===== src/rtl/half_word_packer_pkg.sv =====
// rtl/half_word_packer_pkg.sv - state encodings and dec convention shared with the half-word selector
package half_word_packer_pkg;

  typedef enum logic [1:0] {
    PK_IDLE    = 2'd0,
    PK_GOT_LSB = 2'd1,
    PK_FULL    = 2'd2
  } pk_state_e;

  localparam logic DEC_LSB = 1'b0;
  localparam logic DEC_MSB = 1'b1;

endpackage


===== src/rtl/half_word_packer.sv =====
// rtl/half_word_packer.sv - reassembles lsb-then-msb halves into a 2*NBITS word
// with a valid/ready output and a saturating count of out-of-order halves.
module half_word_packer
  import half_word_packer_pkg::*;
#(
  parameter int NBITS = 7,
  parameter int ERR_W = 8
) (
  input  logic               clk,
  input  logic               rst,
  input  logic [NBITS-1:0]   in_half,
  input  logic               in_dec,
  input  logic               in_valid,
  output logic               in_ready,
  output logic [2*NBITS-1:0] out_word,
  output logic               out_valid,
  input  logic               out_ready,
  output logic               seq_err,
  output logic [ERR_W-1:0]   err_count
);

  pk_state_e          state;
  pk_state_e          state_next;
  logic [NBITS-1:0]   lsb_q;
  logic [NBITS-1:0]   lsb_next;
  logic [2*NBITS-1:0] word_next;
  logic               valid_next;
  logic               err_next;
  logic               accept;
  logic               drain;

  // A held word only frees the input when downstream takes it in the same cycle.
  assign in_ready = !rst && ((state != PK_FULL) || out_ready);
  assign accept   = in_valid && in_ready;
  assign drain    = out_valid && out_ready;

  always_ff @(posedge clk) begin
    if (rst) begin
      state <= PK_IDLE;
    end else begin
      state <= state_next;
    end
  end

  always_comb begin
    state_next = state;
    lsb_next   = lsb_q;
    word_next  = out_word;
    valid_next = out_valid;
    err_next   = 1'b0;
    case (state)
      PK_IDLE: begin
        if (accept) begin
          if (in_dec == DEC_LSB) begin
            lsb_next   = in_half;
            state_next = PK_GOT_LSB;
          end else begin
            err_next = 1'b1;
          end
        end
      end
      PK_GOT_LSB: begin
        if (accept) begin
          if (in_dec == DEC_MSB) begin
            word_next  = {in_half, lsb_q};
            valid_next = 1'b1;
            state_next = PK_FULL;
          end else begin
            lsb_next = in_half;
            err_next = 1'b1;
          end
        end
      end
      PK_FULL: begin
        // accept can only happen here together with drain
        if (drain) begin
          valid_next = 1'b0;
          state_next = PK_IDLE;
          if (accept) begin
            if (in_dec == DEC_LSB) begin
              lsb_next   = in_half;
              state_next = PK_GOT_LSB;
            end else begin
              err_next = 1'b1;
            end
          end
        end
      end
      default: begin
        state_next = PK_IDLE;
        valid_next = 1'b0;
      end
    endcase
  end

  always_ff @(posedge clk) begin
    if (rst) begin
      lsb_q     <= '0;
      out_word  <= '0;
      out_valid <= 1'b0;
      seq_err   <= 1'b0;
    end else begin
      lsb_q     <= lsb_next;
      out_word  <= word_next;
      out_valid <= valid_next;
      seq_err   <= err_next;
    end
  end

  always_ff @(posedge clk) begin
    if (rst) begin
      err_count <= '0;
    end else if (err_next && (err_count != {ERR_W{1'b1}})) begin
      err_count <= err_count + ERR_W'(1);
    end
  end

endmodule


===== config.mk =====
export PLATFORM = sky130hd
export DESIGN_NAME = half_word_packer
export DESIGN_NICKNAME = d
export VERILOG_FILES = /design/src/rtl/half_word_packer_pkg.sv /design/src/rtl/half_word_packer.sv
export SDC_FILE = /design/constraint.sdc
export NUM_CORES = 1
export LEC_CHECK = 0
export CAP_MARGIN = 25
export CORE_ASPECT_RATIO = 0.5
export CORE_MARGIN = 10
export CORE_UTILIZATION = 47
export DETAILED_ROUTE_END_ITERATION = 10
export GPL_ROUTABILITY_DRIVEN = 0
export GPL_TIMING_DRIVEN = 0
export HOLD_SLACK_MARGIN = 0.02
export PLACE_DENSITY = 0.74
export SLEW_MARGIN = 25
export SYNTH_ARGS = -nofsm -noshare
export SYNTH_HDL_FRONTEND = slang
export SYNTH_SLANG_ARGS = --single-unit

===== constraint.sdc =====
create_clock -name clk -period 1.9 [get_ports clk]
set_input_delay 0.19 -clock clk [delete_from_list [all_inputs] [get_ports clk]]
set_output_delay 0.19 -clock clk [all_outputs]
set_load 0.005 [all_outputs]

==> summary.txt, run 1 <==
Synthesis
  • Syn Inst Count: 160
  • Synth warn: 0
  • Register bit total from synthesis: 33
  • Cell Area, Synth: 1360 sq um
  • Yosys top cell by area: dfxtp_1
  • Async set-reset flop share out of synthesis: 0%
  • Top-area cell type share of the netlist area: 48.57%
  • Ranking of synthesized cells by area: dfxtp_1 49%, nand2_1 9.1%, a21oi_1 7.7%, mux2i_1 5.2%, nor2_1 2.5%
  • Mapped Nets: 173
  • Netlist cell types: 32
  • Sequential area share after synthesis: 48.57%
  • Synth top cells by count: 33 x dfxtp_1, 33 x nand2_1, 21 x a21oi_1
  • Prevailing post-synth register cell: dfxtp_1
  • EDFF count, synth: 0
  • Mean Syn Cell Area: 8.500 sq um

Power and ir drop
  • Pwr/cell area: 749.0 nW/um^2
  • Worst VDD drop: 0.4725 mV
  • Leak: 0.6265 nW
  • Total power: 0.001397 W

STA
  • Slew Limit Fails: 0
  • Setup ws final: 0.06754 ns
  • Clock period minus worst slack: 1.832 ns
  • FMAX: 0.5457 GHz
  • Worst Clk Skew: 0.004412 ns
  • Final setup vio count: 0
  • Worst slew pin tran: 0.5704 ns
  • Unrepaired setup endpoints after global routing: no
  • Worst slew margin: 61.97%
  • Final Cycle Share: 96.45%
  • Final Hold Fails: 0

Floorplan
  • Core Footprint: 2684 sq um
  • Number of top-level design ports: 37
  • Die area: 5576 sq um
  • Die width: 96.08 um
  • Num rows: 13
  • Initial core utilization: 50.68%
  • DIE HEIGHT: 58.04 um

Worst setup path
  • Crit start category: input port
  • Worst Path Required: 2.06 ns
  • CP arrival: 1.99 ns
  • Worst-path fanout max: 10
  • CP Class: in2reg
  • Element type at the critical path end: register

Place
  • Final HPWL DP: 2.451 mm
  • IO Port Bufs: 35
  • Place WS: -0.2681 ns

Run status
  • Status: finished, final reports clean

Finish
  • Layout net count: 214
  • Syn-to-layout area delta: 37.17%
  • Fraction of layout cells with a size suffix above 1: 7.921%
  • Util after Layout: 69.51%
  • N_diodes: 0
  • Fill count: 224

Run
  • Max-cap violations: 0

Worst hold path
  • Hold Path Class: in2reg

Clocking
  • # H-tree levels: 2
  • Clk Latency, worst-skew pair: 0.29 ns
  • Hold_buf cts: 0
  • CTS tree: yes
  • Clock slew at reported path FFs: 0.07 ns
  • CTS Buffer Depth: 2
  • Total CTS buffers: 5
  • CTS sink count: 33
  • Root Driver: clkbuf_8

Global route
  • Vias in the first global route: 1188
  • Pin count of the biggest net entering global routing: 11
  • Grt ovf: 0
  • Antenna violations before repair: 0
  • First-pass GRT wire length: 5.499 mm
  • Tot GR Track Use: 12.28%

Route
  • Wire per inst: 14.36 um
  • Routed Antenna Nets: 0
  • Detailed-route via count: 1284
  • Routed WL: 3.431 mm
  • # DRC: 0
  • First-pass detailed-route iteration total: 4
  • Drt initial violations: 53
  • DR vias/cell: 5.372
==> through the flow <==
stage	std cells	hold WS [ns]	setup TNS [ns]	area, sq um
after floorplan	160	0.3260	0	1360
after global placement	232	0.4393	-2.663	1757
after detailed placement	232	0.4463	-2.623	1757
after CTS	240	0.2421	0	1858
after global routing	239	0.2680	0	1866
final	239	0.2472	0	1866
==> per-layer routing <==
metal  global-route usage (%)  vias up  routed length (um)
li1                         -      639                   -
met1                    13.79      599                1434
met2                    20.31       38                1669
met3                    4.621        8                 277
met4                    5.637        0                  50
met5                        0        -                   0
==> worst max-delay path, stage by stage <==
cell	delay, ns
clkdlybuf4s50_1	0.52
or3b_4	0.42
o32a_1	0.22
clkbuf_4	0.21
o41ai_2	0.33
a21oi_1	0.09
==> kinds of logic (layout without fill, tap and decap cells) <==
logic type	Yosys count	after routing	share of synthesized area, %
buffers and inverters	15	57	4.783
muxes	7	7	5.152
and+or+nand+nor	64	64	21.99
AOI/OAI and AO/OA	40	40	18.58
adders and majority gates	1	1	0.9198
DFF	33	33	48.57
==> registers in the layout, indices dropped and copies added (netlist names) <==
signal,cells
lsb_q,7
seq_err,1
err_count,8
state,2
out_valid,1
out_word,14
==> area by class of cell <==
| cell class | instances | area (sq um) | share of cell area [%] |
|---|---|---|---|
| multi-input combinational | 112 | 641.9 | 34.41 |
| clock inverter | 1 | 5.005 | 0.2683 |
| buffer | 9 | 46.29 | 2.482 |
| clock buffer | 7 | 96.34 | 5.164 |
| tap | 37 | 46.29 | 2.482 |
| sequential | 33 | 660.6 | 35.41 |
| timing repair buffer | 35 | 350.3 | 18.78 |
| inverter | 5 | 18.77 | 1.006 |
==> layout by cell type, fill, tap and decap left out, drive strengths merged, types with 2 or more instances in the layout <==
master / Yosys / routed
a21boi: 2 / 2
a21oi: 22 / 22
clkbuf: 8 / 15
clkdlybuf4s50: 0 / 35
dfxtp: 33 / 33
inv: 5 / 5
mux2i: 7 / 7
nand2: 33 / 33
nand2b: 3 / 3
nand3: 6 / 6
nand3b: 2 / 2
nor2: 9 / 9
nor2b: 3 / 3
o21ai: 3 / 3
o311ai: 3 / 3
o31ai: 2 / 2
o32a: 2 / 2
o41ai: 2 / 2
or4: 3 / 3
==> path summary, 6_finish.rpt <==
| check | slack, ns | end | startpoint | cells after the start |
|---|---|---|---|---|
| setup / recovery | 0.07 | err_count[7] | in_valid | 6 |
| hold / removal | 0.25 | err_count[5] | rst | 4 |
| setup reg to reg | 0.17 | err_count[7] | state[1] | 5 |
| hold reg to reg | 0.45 | out_word[7] | out_word[7] | 2 |
==> timing repair <==
action                                  CTS  global route
gates resized for setup                   0             6
buffers inserted                          0             0
endpoints found under the hold margin     0             0
endpoints found under the setup margin    0            11
==> power by group <==
part	switching [W]	internal, W	leakage (nW)
logic	0.0000499	0.0000539	0.305
registers	0.0000101	0.000704	0.267
clock network	0.000252	0.000327	0.0542
total	0.000312	0.00108	0.626
(Power assumes the default switching activity.)
==> inputs of run 2 (changes only) <==
- CAP_MARGIN: 25 -> unset
==> results of run 2 <==
Final layout, timing and power as in run 1 (identical DEF).
